$ cat src/rtl/multi_sync_filter.sv
// Multi-channel async-level synchronizer: per-channel flop chain into dst_clk,
// stability filter, edge pulses and a sticky glitch flag.

module multi_sync_filter_ch #(
    parameter int   SYNC_STAGES = 2,
    parameter int   F           = 4,
    parameter int   CW          = 3,
    parameter logic RESET_VAL   = 1'b0
) (
    input  logic dst_clk,
    input  logic rst_n,
    input  logic async_in,
    input  logic glitch_clr,
    output logic sync_out,
    output logic rise_pulse,
    output logic fall_pulse,
    output logic glitch_seen
);
    localparam logic [CW-1:0] LAST = CW'(F - 1);

    (* ASYNC_REG = "TRUE" *) logic [SYNC_STAGES-1:0] chain;
    logic [CW-1:0] cnt;
    logic          s;
    logic          update;
    logic          glitch;

    // Plain shift chain: only chain[0] may resolve late, nothing sits between stages.
    always_ff @(posedge dst_clk or negedge rst_n) begin
        if (!rst_n) chain <= {SYNC_STAGES{RESET_VAL}};
        else        chain <= {chain[SYNC_STAGES-2:0], async_in};
    end

    assign s      = chain[SYNC_STAGES-1];
    assign update = (s != sync_out) && (cnt == LAST);
    // A run that ends before reaching F samples is a rejected pulse.
    assign glitch = (s == sync_out) && (cnt != '0);

    always_ff @(posedge dst_clk or negedge rst_n) begin
        if (!rst_n) begin
            cnt         <= '0;
            sync_out    <= RESET_VAL;
            rise_pulse  <= 1'b0;
            fall_pulse  <= 1'b0;
            glitch_seen <= 1'b0;
        end else begin
            if (s == sync_out || update) cnt <= '0;
            else                         cnt <= cnt + 1'b1;
            if (update) sync_out <= s;
            rise_pulse <= update & s;
            fall_pulse <= update & ~s;
            if (glitch)          glitch_seen <= 1'b1;
            else if (glitch_clr) glitch_seen <= 1'b0;
        end
    end
endmodule

module multi_sync_filter #(
    parameter int   NUM_CH        = 4,
    parameter int   SYNC_STAGES   = 2,
    parameter int   FILTER_CYCLES = 4,
    parameter logic RESET_VAL     = 1'b0
) (
    input  logic              dst_clk,
    input  logic              rst_n,
    input  logic [NUM_CH-1:0] async_in,
    input  logic [NUM_CH-1:0] glitch_clr,
    output logic [NUM_CH-1:0] sync_out,
    output logic [NUM_CH-1:0] rise_pulse,
    output logic [NUM_CH-1:0] fall_pulse,
    output logic [NUM_CH-1:0] glitch_seen
);
    // FILTER_CYCLES of 0 means "no filtering", same as a single sample.
    localparam int F  = (FILTER_CYCLES < 1) ? 1 : FILTER_CYCLES;
    localparam int CW = $clog2(F + 1);

    generate
        if (NUM_CH < 1 || SYNC_STAGES < 2 || FILTER_CYCLES < 0 || FILTER_CYCLES > 255) begin : g_bad_param
            $error("multi_sync_filter: illegal parameter set");
        end

        for (genvar i = 0; i < NUM_CH; i++) begin : g_ch
            multi_sync_filter_ch #(
                .SYNC_STAGES (SYNC_STAGES),
                .F           (F),
                .CW          (CW),
                .RESET_VAL   (RESET_VAL)
            ) u_ch (
                .dst_clk     (dst_clk),
                .rst_n       (rst_n),
                .async_in    (async_in[i]),
                .glitch_clr  (glitch_clr[i]),
                .sync_out    (sync_out[i]),
                .rise_pulse  (rise_pulse[i]),
                .fall_pulse  (fall_pulse[i]),
                .glitch_seen (glitch_seen[i])
            );
        end
    endgenerate
endmodule

$ cat config.mk
export PLATFORM = sky130hd
export DESIGN_NAME = multi_sync_filter
export DESIGN_NICKNAME = d
export VERILOG_FILES = /design/src/rtl/multi_sync_filter.sv
export SDC_FILE = /design/constraint.sdc
export NUM_CORES = 1
export LEC_CHECK = 0
export ABC_AREA = 1
export BUFFER_PORTS_ARGS = -buffer_cell sky130_fd_sc_hd__buf_4
export CAP_MARGIN = 20
export CORE_AREA = 5 5 62 64
export CTS_BUF_LIST = sky130_fd_sc_hd__clkbuf_4
export CTS_CLUSTER_SIZE = 10
export DETAILED_ROUTE_END_ITERATION = 10
export DIE_AREA = 0 0 67 69
export PLACE_DENSITY = 0.77
export SLEW_MARGIN = 20
export SYNTH_ARGS = -nofsm -noshare
export SYNTH_HDL_FRONTEND = slang
export SYNTH_SLANG_ARGS = --single-unit
export TNS_END_PERCENT = 5
$ cat constraint.sdc
create_clock -name dst_clk -period 1.15 [get_ports dst_clk]
set_clock_uncertainty 0.2 [all_clocks]
set_input_delay 0.23 -clock dst_clk [delete_from_list [all_inputs] [get_ports dst_clk]]
set_output_delay 0.23 -clock dst_clk [all_outputs]
set_load 0.03 [all_outputs]
-- After elaboration in Yosys (flattened, before gate mapping)
Index checks and enable logic that the tools add are counted.
- div/mod/pow operators: 0
- $add $sub $neg: 4
- shift-type cells: 0
- eq/ne operators: 12
- mux-type cells: 12
- $lt $le $gt $ge: 0
- multiply operators: 0
- bitwise logic cells: 12
- reductions and logical operators: 20
- operator list (operator ; count):
    adder 3 x 1 -> 3 bit, second input constant ; 4
    equality test 3 x 2 -> 1 bit, second input constant ; 4
    two-way mux 3 bit ; 4
    nonzero test 3 bit ; 4
    AND 1 bit ; 8
    logical AND 1 bit ; 8
    two-way mux 1 bit ; 8
    nonzero test 2 bit ; 4
    equality test 1 bit ; 4
    logical OR 1 bit ; 4
    inequality test 1 bit ; 4
    inverter 1 bit ; 4
- memory bits (writable): 0
- output and inout port bits: 16
- bits in registers: 36
- memories kept: 0
- memory bits (read-only): 0
- logic and storage cells: 84
- bits in latches: 0

-- Logic depth before layout (Yosys ltp)
Gate-level depths: netlist (run 1).
- word-level depth: 4
- mapped depth: 5

-- By module
Synthesis (run 1) repeated with hierarchy kept, for this count alone.
- cell total of the unflattened synthesis: 148
- area total of the unflattened synthesis: 1511.4 um^2
- modules (own cells, without submodules) (module ; cells an instance ; area an instance (um^2) ; instances):
    multi_sync_filter_ch ; 37 ; 377.9 ; 4

-- Worst setup path before layout (run 1)
Ideal clock, no wire load.
- kind: reg2reg
- from: reg g_ch[2].u_ch.cnt[0]
- to: reg g_ch[2].u_ch.cnt[0]
- clock period less this slack: 1263 ps
- cell stages (with the launch flop): 6
- slack: -113 ps
- path buffers: 0
- arrival: 991 ps
- setup time: 71 ps
- cells stage by stage: dfrtp_1 ha_1 ha_1 inv_2 nand3_2 nor2_1
- longest elaborated chain between the ends: 4
- elaborated cells on any way between the ends: 5
- those cells by class: add/sub (1); eq/ne (1); mux (1); reduce/logical (2)
- ends and longest elaborated chain (element ; RTL line ; source):
    start, declared ; 22 ; logic [CW-1:0] cnt;
    start signal, assigned ; 47 ; else cnt <= cnt + 1'b1;
    branches (longest 3 deep; another with adder 3 x 1 -> 3 bit) ; -- ;
    two-way mux 3 bit (*) ; 46 ; if (s == sync_out || update) cnt <= '0;
Every way passes the cells marked *.
A chain may end at the register's enable or synchronous reset.

-- Final worst setup path (run 1)
- from: reg g_ch[3].u_ch.sync_out
- to: out sync_out[3]
- RTL lines (element ; RTL line ; source):
    start, declared ; 14 ; output logic sync_out,
    start signal, assigned ; 48 ; if (update) sync_out <= s;
    end, declared ; 67 ; output logic [NUM_CH-1:0] sync_out,
No word-level cell between the ends.

==> results of run 1 <==
registers in the layout, summed over array words and instances (netlist names):
signal / count
g_ch.u_ch.glitch_seen: 4
g_ch.u_ch.rise_pulse: 4
g_ch.u_ch.chain: 8
g_ch.u_ch.cnt: 12
g_ch.u_ch.fall_pulse: 4
g_ch.u_ch.sync_out: 4
final timing paths:
path / from / endpoint / slack, ns / cells past startpoint
worst max-delay path: g_ch[3].u_ch.sync_out$_DFFE_PN0P_ / sync_out[3] / -0.21 / 1
worst min-delay path: g_ch[2].u_ch.chain[0]$_DFF_PN0_ / g_ch[2].u_ch.chain[1]$_DFF_PN0_ / 0.15 / 0
worst max register to register: g_ch[3].u_ch.cnt[1]$_DFF_PN0_ / g_ch[3].u_ch.cnt[0]$_DFF_PN0_ / -0.16 / 5
worst min register to register: g_ch[2].u_ch.chain[0]$_DFF_PN0_ / g_ch[2].u_ch.chain[1]$_DFF_PN0_ / 0.15 / 0
max in group asynchronous: rst_n / g_ch[0].u_ch.sync_out$_DFFE_PN0P_ / 0.27 / 2
min in group asynchronous: rst_n / g_ch[2].u_ch.fall_pulse$_DFF_PN0_ / 0.16 / 2
cells by family (layout without fill, tap and decap cells):
family | after synthesis | in the layout | synth area share (%)
buffers and inverters | 51 | 85 | 15.47
adders and majority gates | 15 | 15 | 11.55
AOI/OAI and AO/OA | 4 | 4 | 1.232
DFF | 36 | 36 | 55.43
and+or+nand+nor | 60 | 60 | 16.32
placed cells by master (no fill, tap or decap), types with 7 or more instances in the layout:
master and n:
ha_1 7, nor2_1 19, inv_1 23, nand3_2 7, nand2_1 27, dlygate4sd3_1 9
inv_2 10, dfrtp_1 36, buf_4 17, buf_6 16
cell type report:
| cell class | count | area [sq um] | area share [%] |
|---|---|---|---|
| sequential | 36 | 900.9 | 42.48 |
| tap | 46 | 57.56 | 2.714 |
| clock buffer | 5 | 37.54 | 1.770 |
| clock inverter | 3 | 37.54 | 1.770 |
| timing repair buffer | 42 | 397.9 | 18.76 |
| inverter | 35 | 136.4 | 6.431 |
| multi-input combinational | 79 | 553.0 | 26.08 |
report_power, final:
group	internal [mW]	leakage (nW)	switching (mW)	total [mW]
clock network	0.444	0.0403	0.403	0.847
registers	1.60	0.460	0.221	1.82
logic	0.917	0.590	1.14	2.06
timing repair:
action,in CTS,in global routing
hold endpoints to repair,44,0
pin swaps,5,4
setup endpoints to repair,44,44
gates resized for setup,20,12
hold buffers,9,0
setup buffers,3,1
routing by layer:
metal	share of wire (%)	GRT usage, %	up-vias
li1	-	-	542
met5	0	0	-
met4	2.4	6.757	0
met2	54	23.91	22
met1	38	13.56	519
met3	5.8	4.383	6
metrics by stage:
stage               total power [mW]  hold slack (ns)  std cells  setup WS [ns]
floorplan                      3.130          -0.2656        166       -0.04179
global placement               3.412        -0.001642        225       -0.07265
detailed placement             3.542         0.007667        225        -0.1241
CTS                            4.617           0.1607        245        -0.2239
global route                   5.100           0.1768        246        -0.2476
finish                         4.725           0.1536        246        -0.2147
==> flow_summary.toml, run 1 <==
[cts]
htree_levels = 2
cts_buffer_depth = 2
clk_pin_slew_worst_paths_ns = 0.11
numCtsBuffers = 5
clkSinkCount = 36
insertion_delay_ns = 0.33
root_buffer = "clkbuf_4"
cts_tree = "done"

[power]
ir_drop_uv = 895.1
p_per_area_nw_per_um2 = 2228
leakage_nw = 1.091

[critical_path]
cp_cell_sequence = "buf_6"
crit_type = "register to output pin"
crit_buf_inv = 1
cp_max_fo = 4
slowest_delay_ns = 0.44
startpoint_type = "register"
cp.required_ns = 0.72
crit_path_top_delay_cell = "dfrtp_1"
cp.arrival_ns = 0.93
crit_family = "flip-flops"
critPathCaptureType = "output pin"

[place]
place_area_sq_um = 1803
gp_congestion = 0.7134
post-dp-hpwl_um = 1877
portBuffers = 25

[synthesis]
synth_common_cells = "dfrtp_1, nand2_1, inv_1"
synth_top_cell_area_share_pct = 55.43
async_reset_ff_share_pct = 100.0
yosys_warnings = 0
ys_ff_latch = 36
ys.flop_type = "dfrtp_1"
avgSynthCellArea_sq_um = 9.791
yosys.area.top_type = "dfrtp_1"
syn_area_sq_um = 1625
synthesis.nets = 191
yosysMostFrequentCell = "dfrtp_1"
synth_edf_count = 0
synth_area_leaders = "dfrtp_1, ha_1, buf_4"
ys_seq_area_share_pct = 55.43
ys_types = 11
syn_inst = 166

[grt]
track_usage_pct = 13.47
grt_max_degree = 37
antenna_found_initial = 0
grt_overflow = 0
grt_pass1_wl_um = 4712
grt_pass1_vias = 1177

[layout]
fillCellCount = 245
layout.nets = 224
antennaDiodeCount = 0
drive_above_1_share_pct = 36.00
final_area_sq_um = 2121
area_growth_pct = 30.48
utilization_pct = 65.62

[detailed_routing]
vias = 1089
drc_errors = 0
drtAntennaViolNets = 0
dr.pass1.iters = 4
wirelength_um = 2743
wl_per_cell_um = 11.15
first_iter_violations = 26
routed_via_density = 4.427

[worst_hold_path]
hp-class = "register to register"

[die]
initial_core_util_pct = 50.29
dieHeight_um = 69
ios = 26
chipWidth_um = 67
rows = 21
coreArea_sq_um = 3232
die-area_sq_um = 4623

[run]
maxCapViolCount = 0

[sta]
fin_crit_ns = 1.365
rsz0062_at_grt = "yes"
tns_ns = -4.524
drv_slew = 0
relSlewSlack_pct = 71.00
min_period_over_period_pct = 118.7
max_freq_mhz = 732.7
worstMarginPinSlew_ns = 0.4349
worst_slack_ns = -0.2147
hold_violations = 0
setup_viol = 40

[outcome]
status = "complete, but fails checks"
violations = "setup timing"
Note: power is estimated with default switching activity, not from simulation.
==> inputs of run 2 (changes only) <==
- CORE_AREA: 5 5 62 64 -> 5 5 59 61
- DIE_AREA: 0 0 67 69 -> 0 0 64 66
- PLACE_DENSITY: 0.77 -> 0.81
- clock period: 1.15 -> 1.32 ns (I/O delays scaled with it)
==> run 2 against run 1 <==
The flow still finishes with violations (setup timing). Critical path depth did not move. Cell count fell by 4.9%. Total power fell by 14%. Sequential cell count did not move. Critical endpoint is now sync_out[0].
==> flow_summary.toml, run 2 (same netlist as run 1, synthesis figures left out) <==
[critical_path]
cp.required_ns = 0.86
startpoint_type = "register"
crit_path_top_delay_cell = "dfrtp_1"
cp_max_fo = 2
cp.arrival_ns = 0.91
slowest_delay_ns = 0.41
crit_family = "flip-flops"
critPathCaptureType = "output pin"
crit_type = "register to output pin"
crit_buf_inv = 1
cp_cell_sequence = "buf_6"

[die]
initial_core_util_pct = 55.51
chipWidth_um = 64
rows = 20
dieHeight_um = 66
coreArea_sq_um = 2928
die-area_sq_um = 4224
ios = 26

[detailed_routing]
vias = 1086
drc_errors = 0
drtAntennaViolNets = 0
dr.pass1.iters = 4
routed_via_density = 4.641
wirelength_um = 2725
first_iter_violations = 29
wl_per_cell_um = 11.65

[grt]
grt_pass1_wl_um = 4774
track_usage_pct = 15.47
antenna_found_initial = 0
grt_max_degree = 37
grt_pass1_vias = 1151
grt_overflow = 0

[place]
place_area_sq_um = 1742
pre_cts_slack_ns = -0.03653
portBuffers = 25
post-dp-hpwl_um = 1893
placed_cells = 209
gp_congestion = 0.7376

[power]
finalPower_mw = 4.063
p_per_area_nw_per_um2 = 1978
leakage_nw = 1.084
ir_drop_uv = 1556

[cts]
cts_buffer_depth = 2
numCtsBuffers = 5
clkSinkCount = 36
insertion_delay_ns = 0.35
cts_tree = "done"
htree_levels = 2
clk_pin_slew_worst_paths_ns = 0.11
root_buffer = "clkbuf_4"

[layout]
layout_common_cells = "dfrtp_1, nand2_1, inv_1, buf_4"
layout.nets = 225
largest_register_ffs = 12
antennaDiodeCount = 0
finalNonFillerCells = 234
area_growth_pct = 26.40
final_area_sq_um = 2054
drive_above_1_share_pct = 33.83
final_common_cell = "dfrtp_1"
fillCellCount = 206
top_register = "g_ch.u_ch.cnt"
largestRegisters = "g_ch.u_ch.cnt x12, g_ch.u_ch.chain x8"

[sta]
min_period_over_period_pct = 104.2
fin_crit_ns = 1.375
drv_slew = 0
max_freq_mhz = 727.3
setup_viol = 17
rsz0062_at_grt = "yes"
worst_slack_ns = -0.05496
worstMarginPinSlew_ns = 0.4393
tns_ns = -0.5097
relSlewSlack_pct = 70.72
hold_violations = 0

[run]
maxCapViolCount = 0

[worst_hold_path]
hp-class = "register to register"

[outcome]
status = "complete, but fails checks"
violations = "setup timing"
-- run 2: final timing paths --
| kind | startpoint | end | slack, ns | cells past startpoint |
|---|---|---|---|---|
| max in group asynchronous | rst_n | g_ch[3].u_ch.chain[1]$_DFF_PN0_ | 0.41 | 2 |
| min reg2reg | g_ch[2].u_ch.chain[0]$_DFF_PN0_ | g_ch[2].u_ch.chain[1]$_DFF_PN0_ | 0.16 | 0 |
| max reg2reg | g_ch[0].u_ch.cnt[0]$_DFF_PN0_ | g_ch[0].u_ch.cnt[0]$_DFF_PN0_ | -0.01 | 5 |
| max | g_ch[0].u_ch.sync_out$_DFFE_PN0P_ | sync_out[0] | -0.05 | 1 |
| min in group asynchronous | rst_n | g_ch[1].u_ch.cnt[2]$_DFF_PN0_ | 0.20 | 2 |
| min | g_ch[2].u_ch.chain[0]$_DFF_PN0_ | g_ch[2].u_ch.chain[1]$_DFF_PN0_ | 0.16 | 0 |
-- run 2: metrics by stage --
stage / hold WS (ns) / utilization [%]
4_1_cts: 0.1642 / 69.32
6_report: 0.1621 / 70.17
3_5_place_dp: 0.04271 / 59.49
5_1_grt: 0.1806 / 70.17
2_1_floorplan: -0.2316 / -
3_3_place_gp: 0.03278 / 59.49
-- run 2: cell type report --
cell class | count | area [sq um] | area share (%)
flip-flops and latches | 36 | 900.9 | 43.85
multi-input cells | 79 | 495.5 | 24.12
repair buffers | 43 | 405.4 | 19.73
inverters | 35 | 131.4 | 6.395
clock inverters | 3 | 42.54 | 2.071
well taps | 33 | 41.29 | 2.010
clock buffers | 5 | 37.54 | 1.827
-- run 2: timing repair --
item | CTS | global route
setup buffers | 6 | 2
endpoints found under the hold margin | 44 | 0
resized for setup | 21 | 4
pin swaps | 1 | 0
hold buffers | 9 | 0
setup endpoints to repair | 28 | 29
-- run 2: report_power, final --
group | leakage [nW] | switching, mW | internal [mW]
clock | 0.0412 | 0.381 | 0.395
sequential | 0.460 | 0.178 | 1.39
combinational | 0.582 | 0.953 | 0.766
total | 1.08 | 1.51 | 2.55
-- run 2: layer usage --
layer / vias up / track usage, % / part of all wire (%)
met5: - / 0 / 0
li1: 538 / - / -
met3: 5 / 6.633 / 6.1
met4: 0 / 7.013 / 2.0
met1: 517 / 14.44 / 36
met2: 26 / 28.64 / 56
